## config.mk

```make
export PLATFORM = sky130hd
export DESIGN_NAME = ldpc_iter_controller
export DESIGN_NICKNAME = d
export VERILOG_FILES = /design/src/rtl/ldpc_iter_controller.sv
export SDC_FILE = /design/constraint.sdc
export NUM_CORES = 1
export LEC_CHECK = 0
export ABC_CLOCK_PERIOD_IN_PS = 4200
export CAP_MARGIN = 20
export CORE_MARGIN = 10
export CORE_UTILIZATION = 35
export CTS_BUF_LIST = sky130_fd_sc_hd__clkbuf_2
export DETAILED_ROUTE_END_ITERATION = 10
export GPL_TIMING_DRIVEN = 0
export HOLD_SLACK_MARGIN = 0.15
export SLEW_MARGIN = 20
export SYNTH_ARGS = -nofsm -noshare
export SYNTH_HDL_FRONTEND = slang
export SYNTH_SLANG_ARGS = --single-unit
```

## constraint.sdc

```tcl
create_clock -name clk -period 4.2 [get_ports clk]
set_input_delay 0.84 -clock clk [delete_from_list [all_inputs] [get_ports clk]]
set_output_delay 0.84 -clock clk [all_outputs]
set_load 0.05 [all_outputs]
```

## src/rtl/ldpc_iter_controller.sv

```systemverilog
// ldpc_iter_controller
// Outer-loop controller of the LDPC decoder. It releases the check-row counter
// for one sweep per iteration and ORs the per-row syndrome bits. At the end of
// each sweep it either finishes the frame (clean syndrome, iteration budget
// spent, or sweep watchdog expired) or pulses the variable-node update and
// starts the next sweep. All outputs come straight from flops.
module ldpc_iter_controller #(
  parameter int log2m         = 3,
  parameter int m             = 6,
  parameter int max_iter      = 8,
  parameter int log2_max_iter = 4
) (
  input  logic                     clk,
  input  logic                     rst,
  input  logic                     start,
  input  logic [log2m-1:0]         check_iter_count,
  input  logic [1:0]               check_state,
  input  logic                     row_valid,
  input  logic                     row_parity,
  output logic                     ctr_rst,
  output logic                     var_update,
  output logic [log2_max_iter-1:0] iter_num,
  output logic                     busy,
  output logic                     done,
  output logic                     success,
  output logic                     err
);

  localparam int                       wd_w       = log2m + 2;
  localparam logic [wd_w-1:0]          wd_limit   = wd_w'(2 * m - 1);
  localparam logic [wd_w-1:0]          wd_one     = wd_w'(1);
  localparam logic [log2_max_iter-1:0] iter_last  = log2_max_iter'(max_iter - 1);
  localparam logic [log2_max_iter-1:0] iter_one   = log2_max_iter'(1);
  localparam logic [1:0]               phase_done = 2'd2;

  typedef enum logic [1:0] {
    IDLE,
    SWEEP,
    VUPD,
    DONE
  } state_e;

  state_e                   state_q, state_d;
  logic                     ctr_rst_q, ctr_rst_d;
  logic                     var_update_q, var_update_d;
  logic [log2_max_iter-1:0] iter_num_q, iter_num_d;
  logic                     busy_q, busy_d;
  logic                     done_q, done_d;
  logic                     success_q, success_d;
  logic                     err_q, err_d;
  logic                     syn_fail_q, syn_fail_d;
  logic [wd_w-1:0]          wd_q, wd_d;
  logic                     fail_now;

  // The row index is informational only; it feeds no decision here.
  logic unused_row_index;
  assign unused_row_index = ^check_iter_count;

  // Syndrome including the row presented in the current cycle, so the row
  // sampled in the sweep's exit cycle still counts.
  assign fail_now = syn_fail_q | (row_valid & row_parity);

  // Next-state and next-output decode for the iteration FSM.
  always_comb begin
    // NOTE: every _d takes its held value first, so no path through the case
    // leaves a signal unassigned and no latch is inferred.
    state_d      = state_q;
    ctr_rst_d    = ctr_rst_q;
    var_update_d = var_update_q;
    iter_num_d   = iter_num_q;
    busy_d       = busy_q;
    done_d       = done_q;
    success_d    = success_q;
    err_d        = err_q;
    syn_fail_d   = syn_fail_q;
    wd_d         = wd_q;

    case (state_q)
      IDLE, DONE: begin
        if (start) begin
          state_d    = SWEEP;
          ctr_rst_d  = 1'b0;
          busy_d     = 1'b1;
          iter_num_d = '0;
          done_d     = 1'b0;
          success_d  = 1'b0;
          err_d      = 1'b0;
          syn_fail_d = 1'b0;
          wd_d       = '0;
        end
      end

      SWEEP: begin
        syn_fail_d = fail_now;
        wd_d       = wd_q + wd_one;
        if (check_state == phase_done) begin
          ctr_rst_d = 1'b1;
          if (!fail_now) begin
            state_d   = DONE;
            done_d    = 1'b1;
            success_d = 1'b1;
            busy_d    = 1'b0;
          end else if (iter_num_q == iter_last) begin
            state_d   = DONE;
            done_d    = 1'b1;
            success_d = 1'b0;
            busy_d    = 1'b0;
          end else begin
            state_d      = VUPD;
            var_update_d = 1'b1;
          end
        end else if (wd_q == wd_limit) begin
          // Row counter never reported the end of the sweep: give up.
          state_d   = DONE;
          ctr_rst_d = 1'b1;
          done_d    = 1'b1;
          success_d = 1'b0;
          err_d     = 1'b1;
          busy_d    = 1'b0;
        end
      end

      VUPD: begin
        state_d      = SWEEP;
        var_update_d = 1'b0;
        ctr_rst_d    = 1'b0;
        iter_num_d   = iter_num_q + iter_one;
        syn_fail_d   = 1'b0;
        wd_d         = '0;
      end

      default: begin
        state_d = IDLE;
      end
    endcase
  end

  // State and output registers; an asynchronous reset abandons any frame.
  always_ff @(posedge clk or negedge rst) begin
    // NOTE: non-blocking assignments here so every flop samples the values
    // from before this edge, independent of statement order.
    if (!rst) begin
      state_q      <= IDLE;
      ctr_rst_q    <= 1'b1;
      var_update_q <= 1'b0;
      iter_num_q   <= '0;
      busy_q       <= 1'b0;
      done_q       <= 1'b0;
      success_q    <= 1'b0;
      err_q        <= 1'b0;
      syn_fail_q   <= 1'b0;
      wd_q         <= '0;
    end else begin
      state_q      <= state_d;
      ctr_rst_q    <= ctr_rst_d;
      var_update_q <= var_update_d;
      iter_num_q   <= iter_num_d;
      busy_q       <= busy_d;
      done_q       <= done_d;
      success_q    <= success_d;
      err_q        <= err_d;
      syn_fail_q   <= syn_fail_d;
      wd_q         <= wd_d;
    end
  end

  assign ctr_rst    = ctr_rst_q;
  assign var_update = var_update_q;
  assign iter_num   = iter_num_q;
  assign busy       = busy_q;
  assign done       = done_q;
  assign success    = success_q;
  assign err        = err_q;

endmodule
```

# ---- Yosys cells after proc, flatten, opt, wreduce, memory -nomap -nowiden
# Cells that the tools add are included.
dict set report op_classes {
  n_eq_ne 14
  n_shift 0
  mux 34
  n_bitwise 2
  n_reduce_logical 10
  mul 0
  n_div 0
  magnitude_cmp 0
  addsub 2
}
# op n
set ops {}
lappend ops {{2-to-1 mux 1 bit} 19}
lappend ops {{case mux 5 bit (3 select lines)} 1}
lappend ops {{inequality test 2 bit (second input constant)} 6}
lappend ops {{AND reduction 4 bit} 3}
lappend ops {{case mux 1 bit (2 select lines)} 5}
lappend ops {{case mux 4 bit (2 select lines)} 1}
lappend ops {{== test 2 bit (second input constant)} 3}
lappend ops {{2-to-1 mux 2 bit} 3}
lappend ops {{case mux 1 bit (3 select lines)} 2}
lappend ops {{case mux 2 bit (3 select lines)} 1}
lappend ops {{nonzero test 2 bit} 3}
lappend ops {{adder 5 x 1 -> 5 bit (second input constant)} 1}
lappend ops {{== test 5 x 4 -> 1 bit (second input constant)} 1}
lappend ops {{2-to-1 mux 5 bit} 1}
lappend ops {{adder 4 x 1 -> 4 bit (second input constant)} 1}
lappend ops {{== test 4 x 3 -> 1 bit (second input constant)} 1}
lappend ops {{2-to-1 mux 4 bit} 1}
lappend ops {{inequality test 4 bit (second input constant)} 1}
lappend ops {{AND reduction 2 bit} 2}
lappend ops {{inequality test 3 bit (second input constant)} 1}
lappend ops {{== test 2 x 1 -> 1 bit (second input constant)} 1}
lappend ops {{zero test 2 bit} 1}
lappend ops {{OR reduction 2 bit} 1}
lappend ops {{bitwise AND 1 bit} 1}
lappend ops {{bitwise OR 1 bit} 1}
dict set report word_totals {
  latchBits 0
  rom_bits 0
  inputBits 10
  reg_bits 18
  ram_bits 0
  wordCells 72
  n_memories 0
  out_inout_bits 10
}

# ---- Logic depth before layout (Yosys ltp)
# Gate-level depths: netlist of run 1.
dict set report logic_depth {
  ltp_word 5
  ltp_mapped 7
  depth_no_buf 6
}

# ---- Worst setup path after synthesis of run 1
# OpenSTA, ideal clock, no wires.
dict set report synth_timing {
  path_type {in2reg}
  start {in check_state[0]}
  end {reg done_q, in the netlist done}
  arrival_time_ps 1742
  stages 4
  path_buffers 0
  t_required_ps 4072
  setup_ps 128
  setup_slack_ps 2330
  cell_sequence {nand3b_1 a311o_1 nand2_1 mux2_1}
}
dict set report synth_between {
  elab_chain_cells 3
  elab_cells_between_ends 6
  cone_classes {eq/ne (3); mux (2); reduce/logical (1)}
}
# item line_no
set synth_rtl {}
lappend synth_rtl {{start, declared} 17} ;# input logic [1:0] check_state,
lappend synth_rtl {{== test 2 bit *} 96} ;# if (check_state == phase_done) begin
lappend synth_rtl {{inequality test 4 bit (no source line), or another cell as far along} --}
lappend synth_rtl {{AND reduction 4 bit (no source line) or case mux 1 bit (2 select lines) (tied branches)} --}
lappend synth_rtl {{end signal, assigned} 159} ;# done_q <= done_d;
lappend synth_rtl {{end, declared} 48} ;# logic done_q, done_d;
# Every way passes the cells marked *; elsewhere a longest branch is shown, timed or not.
# A chain may end at the register's enable or synchronous reset.

# ---- Worst setup path in the final report of run 1
dict set report layout_timing {
  start {reg ctr_rst_q, in the netlist ctr_rst}
  end {out ctr_rst}
}
# item line_no
set layout_lines {}
lappend layout_lines {{start, declared} 44} ;# logic ctr_rst_q, ctr_rst_d;
lappend layout_lines {{start signal, assigned} 155} ;# ctr_rst_q <= ctr_rst_d;
lappend layout_lines {{end, declared} 20} ;# output logic ctr_rst,
# No word-level cell between the ends.

==> results of run 1 <==
logic make-up (layout without fill, tap and decap cells):
group                    after synthesis  in the layout  synth area share [%]
AO/OA/AOI/OAI                         22             22                  17.2
adder cells (fa/ha/maj)                4              4                  5.36
buffers and inverters                  7             27                  2.95
flip-flops                            18             18                  48.4
multiplexers                           5              5                  5.90
AND/OR/NAND/NOR                       34             34                  20.2
layout make-up:
cell class / instances / area share [%]
clock inverter: 1 / 0.326
multi-input combinational: 65 / 39.5
buffer: 4 / 1.41
tap: 30 / 3.26
clock buffer: 3 / 1.31
sequential: 18 / 39.3
timing repair buffer: 16 / 13.9
inverter: 3 / 0.979
power groups by stage:
stage | clock network [uW] | registers, uW | logic [uW]
6_report | 75.0 | 270 | 447
5_1_grt | 87.1 | 279 | 499
4_1_cts | 78.1 | 270 | 455
3_5_place_dp | 0 | 273 | 455
3_3_place_gp | 0 | 271 | 450
2_1_floorplan | 0 | 372 | 223
cell usage after synthesis, types with 2 or more instances:
| library cell | n | area share [%] |
|---|---|---|
| a21o_1 | 2 | 1.6 |
| a21oi_1 | 3 | 1.6 |
| a22o_1 | 3 | 2.8 |
| a31oi_1 | 2 | 1.3 |
| clkbuf_1 | 3 | 1.2 |
| dfrtp_1 | 17 | 46 |
| ha_1 | 4 | 5.4 |
| inv_1 | 3 | 1.2 |
| mux2_1 | 2 | 2.4 |
| mux2_2 | 2 | 2.4 |
| nand2_1 | 11 | 4.4 |
| nand2b_1 | 2 | 1.3 |
| nand3_1 | 3 | 1.6 |
| nand3b_1 | 3 | 2.4 |
| nor2_1 | 5 | 2.0 |
| nor3_1 | 5 | 2.7 |
| o21ai_0 | 6 | 3.2 |
state kept, by name (all words and copies together) (netlist names):
signal      count
success         1
iter_num        4
err             1
var_update      1
wd_q            5
done            1
ctr_rst         1
state_q         2
busy            1
syn_fail_q      1
how the worst max path moves through the flow:
stage                              startpoint  cells past startpoint                   to  slack [ns]
after detailed placement       check_state[0]                      5  success$_DFFE_PN0P_        1.74
after global placement         check_state[0]                      5     done$_DFFE_PN0P_        1.74
after global routing      ctr_rst$_DFFE_PN1P_                      1              ctr_rst        1.62
after CTS                 ctr_rst$_DFFE_PN1P_                      1              ctr_rst        1.68
final                     ctr_rst$_DFFE_PN1P_                      1              ctr_rst        1.70
after floorplan                check_state[0]                      4     done$_DFFE_PN0P_        2.33
through the flow:
step	setup WS, ns	util, %	total power (uW)
finish	1.70	45.6	791
floorplan	2.33	-	595
CTS	1.68	45.6	803
detailed placement	1.74	44.8	728
global placement	1.74	44.8	721
global route	1.62	45.6	865
metal layers:
layer	up-vias	routed length, um
li1	364	-
met1	353	876
met2	15	907
met3	4	161
met4	0	46
met5	-	0
==> impl_metrics.tcl, run 1 <==
set metrics [dict create \
    syn_area_sq_um 933 \
    post-route-drc-count 0 \
    wl_per_cell_um 14.2 \
    synthFlopType "dfrtp_1" \
    antenna_left 0 \
    via_count 736 \
    rsz0062_at_grt "false" \
    post_cts_buffers 0 \
    setup_viol_count_final 0 \
    io_pins 20 \
    synth-edff-count 0 \
    mostFrequentLayoutCells "dfrtp_1 (17), clkdlybuf4s50_1 (16), nand2_1 (11), o21ai_0 (6)" \
    post_cts_resized 0 \
    cts_tree "yes" \
    fin_skew_ns 0.00393 \
    fp.dieW_um 71.6 \
    multiInputGateArea_sq_um 454 \
    path_clk_slew_ns 0.16 \
    required_ns 3.36 \
    hold_slack_ns 0.516 \
    vias_per_cell 5.26 \
    period_share_pct 59.5 \
    timing.rr.end "success$_DFFE_PN0P_" \
    seq_area_sq_um 452 \
    hold_path.class "reg2reg" \
    min_period_ns 2.50 \
    worstRegToRegCells 6 \
    p_per_area_nw_per_um2 688 \
    die_h_um 71.6 \
    critPathMaxFanout 2 \
    clkPwrFrac_pct 9.5 \
    initial_utilization_pct 37.0 \
    synthArstFlopShare_pct 100 \
    cts_made_buffers 3 \
    stdcell_count 140 \
    cpMaxStageDelayCell "clkdlybuf4s50_1" \
    cts.hold.buffers_added 0 \
    drt_wl_total_mm 1.99 \
    min_from "done$_DFFE_PN0P_" \
    cp_top_family "buffers and inverters" \
    grt_overflow 0 \
    worstSetupPathType "reg2out" \
    fin_nets 125 \
    diodes 0 \
    grt_pass1_wl_mm 3.77 \
    synth.ff_latch_count 18 \
    power_frac_comb_pct 56.4 \
    yosysSeqAreaShare_pct 48.4 \
    synthToLayoutAreaGrowth_pct 23.2 \
    r2r_slack_ns 2.34 \
    dp_hpwl_mm 1.52 \
    grt_usage_pct 8.91 \
    clock.fmax_ghz 0.400 \
    power.internal_uw 417 \
    clock_path_buffers 2 \
    drtPass1Iterations 4 \
    cap_viol_max_count 0 \
    timing.final.max_slew_violations 0 \
    layout_commonest_cell "dfrtp_1" \
    p_sw_share_pct 47.3 \
    root_buffer "clkbuf_2" \
    dp.cells 136 \
    seqPwrFrac_pct 34.1 \
    path_buf_inv 1 \
    hold_viol 0 \
    grt_pass1_vias 828 \
    clk-insertion-delay-late_ns 0.31 \
    htree_levels 1 \
    use_met2_pct 14.2 \
    synth_cell_types 31 \
    grt_antenna_before_repair 0 \
    num_rows 18 \
    yosysWarnings 0 \
    synthCells 90 \
    holdPathStages 1 \
    worst_pin_slew_ns 0.819 \
    cp-end-kind "primary output" \
    ir_drop_uv 393 \
    dieArea_sq_um 5130 \
    drive_gt1_share_pct 10.0 \
    grt_util_met1_pct 9.69 \
    routabilityCongestion 0.749 \
    fillers 260 \
    worstPathCellList "clkdlybuf4s50_1" \
    clock-sinks 18 \
    grt_max_degree 19 \
    status "finished, final reports clean" \
    finalInstanceArea_sq_um 1150 \
    drt_iter0_drc 21 \
    numPortBuffers 16 \
    placed_area_sq_um 1130 \
    synth.avg_cell_area_sq_um 10.4 \
    r2r-start "state_q[1]$_DFFE_PN0P_" \
    start_kind "flip-flop" \
    setup_tns_ns 0 \
    min_to "done$_DFFE_PN0P_" \
    max_stage_delay_ns 0.80 \
    syn_nets 104 \
    relSlewSlack_pct 45.3 \
    worst-endpoint-arrival_ns 1.66 \
    core_area_sq_um 2520 \
    grtUsageMet3_pct 4.13 \
    p_switching_uw 374 \
    grt_busiest_layer "met2" \
    power.leakage_uw 0.000519 \
]
No activity file was read; power rests on OpenSTA's default activity.
==> run 2: changes to the inputs <==
- ABC_CLOCK_PERIOD_IN_PS: 4200 -> 2009
- clock period: 4.2 -> 2.01 ns (I/O delays scaled with it)
==> run 2 against run 1 <==
  * Combinational power rose by 110%
  * Power rose by 110%
  * Register-to-register slack got worse by 2.2 ns
  * Clock skew barely moved
  * Design area rose by 0.11%
  * Via count did not move
  * Cell count did not move
  * Die area did not move
  * Critical endpoint is now var_update
  * Largest cell class unchanged
==> impl_metrics.tcl, run 2 (synthesized netlist as in run 1, its figures left out) <==
set metrics [dict create \
    clk-insertion-delay-late_ns 0.31 \
    p_per_area_nw_per_um2 1430 \
    clock-sinks 18 \
    drtPass1Iterations 4 \
    start_kind "flip-flop" \
    worstSetupPathType "reg2out" \
    timing.final.max_slew_violations 0 \
    setup_tns_ns 0 \
    fin_skew_ns 0.00391 \
    dp.cells 136 \
    ir_drop_uv 801 \
    cp_top_family "buffers and inverters" \
    vias_per_cell 5.26 \
    worst_pin_slew_ns 0.816 \
    dp_hpwl_mm 1.52 \
    p_total_uw 1640 \
    grt_pass1_wl_mm 3.76 \
    hold_viol 0 \
    clock.fmax_ghz 0.525 \
    mostFrequentLayoutCells "dfrtp_1 (17), nand2_1 (11), clkdlybuf4s50_1 (11), o21ai_0 (6)" \
    placed_area_sq_um 1130 \
    root_buffer "clkbuf_2" \
    critPathMaxFanout 2 \
    grt_usage_pct 8.88 \
    path_buf_inv 1 \
    min_period_ns 1.90 \
    core_area_sq_um 2520 \
    diodes 0 \
    grt_overflow 0 \
    fin_ws_ns 0.105 \
    drt_wl_total_mm 2.00 \
    cts_made_buffers 3 \
    finalInstanceArea_sq_um 1150 \
    multiInputGateArea_sq_um 454 \
    synthToLayoutAreaGrowth_pct 23.3 \
    clock_path_buffers 2 \
    cts_tree "yes" \
    fillers 261 \
    required_ns 1.61 \
    grt_pass1_vias 827 \
    largest_register_ffs 5 \
    max_stage_delay_ns 0.81 \
    drt_iter0_drc 22 \
    dieArea_sq_um 5130 \
    seq_area_sq_um 452 \
    cp-end-kind "primary output" \
    htree_levels 1 \
    highest_layer "met4" \
    wl_met2_um 911 \
    place_ws_ns -0.0142 \
    relSlewSlack_pct 45.4 \
    initial_utilization_pct 37.0 \
    layout_commonest_cell "dfrtp_1" \
    die_h_um 71.6 \
    cts.hold.buffers_added 0 \
    fp.dieW_um 71.6 \
    top_register "wd_q" \
    cpMaxStageDelayCell "clkdlybuf4s50_1" \
    wl_met1_um 880 \
    setup_viol_count_final 0 \
    grt_antenna_before_repair 0 \
    routabilityCongestion 0.749 \
    post-route-drc-count 0 \
    period_share_pct 94.8 \
    dr_wl_met3_um 164 \
    io_pins 20 \
    status "finished, final reports clean" \
    power.leakage_uw 0.000564 \
    worst-endpoint-arrival_ns 1.50 \
    stdcell_count 140 \
    worstPathCellList "clkdlybuf4s50_1" \
    wl_per_cell_um 14.3 \
    via_count 736 \
    num_rows 18 \
    path_clk_slew_ns 0.17 \
    drive_gt1_share_pct 10.0 \
    r2r_slack_ns 0.15 \
    grt_max_degree 19 \
    fin_nets 125 \
    antenna_left 0 \
    cap_viol_max_count 0 \
    numPortBuffers 16 \
    rsz0062_at_grt "false" \
    hold_path.class "reg2reg" \
]
-- run 2: changes by cell type in the layout (fill, tap and decap cells not counted), sizes merged --
cell | before | now
clkdlybuf4s50 | 16 | 11
dlygate4sd2 | 0 | 3
dlymetal6s2s | 0 | 2
-- run 2: per-layer routing --
metal / track usage [%] / vias up
met1: 9.61 / 353
met2: 14.2 / 15
met5: 0 / -
met4: 4.52 / 0
li1: - / 364
met3: 4.13 / 4
-- run 2: final cells by class --
type                       count  area share, %
timing repair buffer          16           14.0
clock inverter                 1          0.326
inverter                       3          0.978
sequential                    18           39.2
multi-input combinational     65           39.5
buffer                         4           1.41
tap                           30           3.26
clock buffer                   3           1.30
-- run 2: worst paths after layout --
kind / start / endpoint / depth (start not counted)
max: var_update$_DFFE_PN0P_ / var_update / 1
min: done$_DFFE_PN0P_ / done$_DFFE_PN0P_ / 1
max reg2reg: state_q[1]$_DFFE_PN0P_ / success$_DFFE_PN0P_ / 6
min reg2reg: done$_DFFE_PN0P_ / done$_DFFE_PN0P_ / 1
max in group asynchronous: rst / done$_DFFE_PN0P_ / 1
min in group asynchronous: rst / iter_num[0]$_DFFE_PN0P_ / 1
-- run 2: stage by stage --
step | utilization, % | hold slack (ns)
5_1_grt | 45.6 | 0.552
4_1_cts | 45.4 | 0.523
2_1_floorplan | - | 0.106
3_5_place_dp | 44.8 | 0.477
6_report | 45.6 | 0.516
3_3_place_gp | 44.8 | 0.471
-- run 2: power breakdown --
part / leakage [uW] / internal, uW / switching (uW)
clock network: 0.0000140 / 43.2 / 113
logic: 0.000317 / 335 / 589
registers: 0.000233 / 484 / 78.7
total: 0.000564 / 863 / 781
-- run 2: what timing repair did --
item | CTS | global route
setup buffers | 0 | 0
setup endpoints to repair | 3 | 2
resized for setup | 3 | 2
endpoints found under the hold margin | 0 | 0
cloned | 0 | 0
pin swaps | 0 | 0
==> run 3: changes to the inputs <==
- CORE_UTILIZATION: 35 -> 46
- GPL_ROUTABILITY_DRIVEN: not set -> 0
- PLACE_DENSITY: not set -> 0.81
==> run 3 against run 2 <==
  * Clock power decreased by 3%
  * Critical path depth unchanged
  * Register-to-register slack is essentially flat
  * Routed wire length rose by 5.6%
  * Global-route usage grew 2.0 points
  * Non-clock buffer count is the same
  * Sequential power about the same
  * Combinational power is 2% higher
  * Flip-flop and latch count is the same
  * Cell count decreased by 2.1%
  * Maximum frequency grew 0.50%
  * Die area fell by 18%
==> impl_metrics.tcl, run 3 (synthesized netlist as in run 1, its figures left out) <==
set metrics [dict create \
    worst_pin_slew_ns 0.789 \
    num_rows 16 \
    start_kind "flip-flop" \
    grt_util_met1_pct 11.5 \
    drive_gt1_share_pct 10.0 \
    grt_pass1_vias 774 \
    htree_levels 1 \
    grt_busiest_layer "met2" \
    worst-endpoint-arrival_ns 1.49 \
    via_count 755 \
    multiInputGateArea_sq_um 454 \
    largest_register_ffs 5 \
    grt_usage_pct 10.9 \
    fillers 182 \
    cp-end-kind "primary output" \
    hold_path.class "reg2reg" \
    worstSetupPathType "reg2out" \
    clock_path_buffers 2 \
    worstPathCellList "clkdlybuf4s50_1" \
    setup.worst_path.start "busy$_DFFE_PN0P_" \
    vias_per_cell 5.51 \
    grt_max_degree 19 \
    min_period_ns 1.90 \
    numPortBuffers 16 \
    critPathMaxFanout 2 \
    grt_overflow 0 \
    clock.fmax_ghz 0.528 \
    p_per_area_nw_per_um2 1430 \
    cpMaxStageDelayCell "clkdlybuf4s50_1" \
    drtPass1Iterations 4 \
    grt_antenna_before_repair 0 \
    status "finished, final reports clean" \
    cp_top_family "buffers and inverters" \
    crit_cells 1 \
    r2r-start "state_q[1]$_DFFE_PN0P_" \
    cts.hold.buffers_added 0 \
    fin_nets 125 \
    initial_utilization_pct 48.1 \
    cap_viol_max_count 0 \
    holdPathStages 1 \
    post-route-drc-count 0 \
    layout_commonest_cell "dfrtp_1" \
    worstRegToRegCells 6 \
    root_buffer "clkbuf_2" \
    stdcell_count 137 \
    setup_viol_count_final 0 \
    seq_area_sq_um 452 \
    antenna_left 0 \
    min_from "busy$_DFFE_PN0P_" \
    required_ns 1.61 \
    cts_made_buffers 3 \
    place_ws_ns 0.00650 \
    fin_skew_ns 0.00785 \
    clk-insertion-delay-late_ns 0.29 \
    hold_viol 0 \
    timing.final.max_slew_violations 0 \
    fp.dieW_um 65.0 \
    grtUsageMet3_pct 3.44 \
    diodes 0 \
    cts_tree "yes" \
    power.leakage_uw 0.000592 \
    fin_ws_ns 0.115 \
    clock-sinks 18 \
    grt_pass1_wl_mm 3.63 \
    drt_iter0_drc 18 \
    r2r_slack_ns 0.15 \
    post_cts_buffers 0 \
    die_h_um 65.0 \
    mostFrequentLayoutCells "dfrtp_1 (17), nand2_1 (11), clkdlybuf4s50_1 (11), o21ai_0 (6)" \
    synthToLayoutAreaGrowth_pct 23.7 \
    dieArea_sq_um 4230 \
    wl_per_cell_um 15.4 \
    ir_drop_uv 622 \
    period_share_pct 94.3 \
    rsz0062_at_grt "false" \
    path_clk_slew_ns 0.17 \
    min_to "busy$_DFFE_PN0P_" \
    path_buf_inv 1 \
    io_pins 20 \
    max_stage_delay_ns 0.81 \
    relSlewSlack_pct 47.2 \
    top_register "wd_q" \
    setup_tns_ns 0 \
    use_met2_pct 19.1 \
    timing.rr.end "success$_DFFE_PN0P_" \
    drt_wl_total_mm 2.11 \
    dp.cells 133 \
    core_area_sq_um 1940 \
    dp_hpwl_mm 1.66 \
]
-- run 3: power breakdown --
part / internal [uW] / leakage, uW / switching (uW) / total (uW)
logic: 338 / 0.000345 / 604 / 942
registers: 484 / 0.000233 / 76.6 / 561
clock network: 43.3 / 0.0000140 / 110 / 153
-- run 3: layer usage --
layer / wire (um) / up-vias
li1: - / 363
met1: 858 / 369
met2: 1120 / 19
met3: 97 / 4
met4: 40 / 0
met5: 0 / -
-- run 3: worst max path at each step --
stage | to | slack, ns
finish | busy | 0.11
global route | var_update | 0.009
CTS | iter_num[3] | 0.004
detailed placement | success$_DFFE_PN0P_ | 0.007
global placement | success$_DFFE_PN0P_ | 0.05
floorplan | done$_DFFE_PN0P_ | 0.29
-- run 3: through the flow --
| stage | utilization (%) | power, uW | area, sq um | hold slack [ns] |
|---|---|---|---|---|
| 6_report | 59.5 | 1660 | 1150 | 0.516 |
| 5_1_grt | 59.5 | 1790 | 1150 | 0.544 |
| 4_1_cts | 59.0 | 1670 | 1140 | 0.514 |
| 3_5_place_dp | 58.1 | 1520 | 1130 | 0.476 |
| 3_3_place_gp | 58.1 | 1480 | 1130 | 0.471 |
| 2_1_floorplan | - | 1240 | 933 | 0.106 |
-- run 3: timing repair --
item / 4_1_cts / 5_1_grt
endpoints found under the setup margin: 1 / 4
resized for setup: 1 / 4
hold endpoints to repair: 0 / 0
cloned: 0 / 0
-- run 3: layout make-up --
class	instances	area share (%)
Inverter	3	0.975
Tap cell	27	2.93
Multi-Input combinational cell	65	39.3
Sequential cell	18	39.1
Clock inverter	1	0.325
Timing Repair Buffer	16	14.6
Clock buffer	3	1.30
Buffer	4	1.41
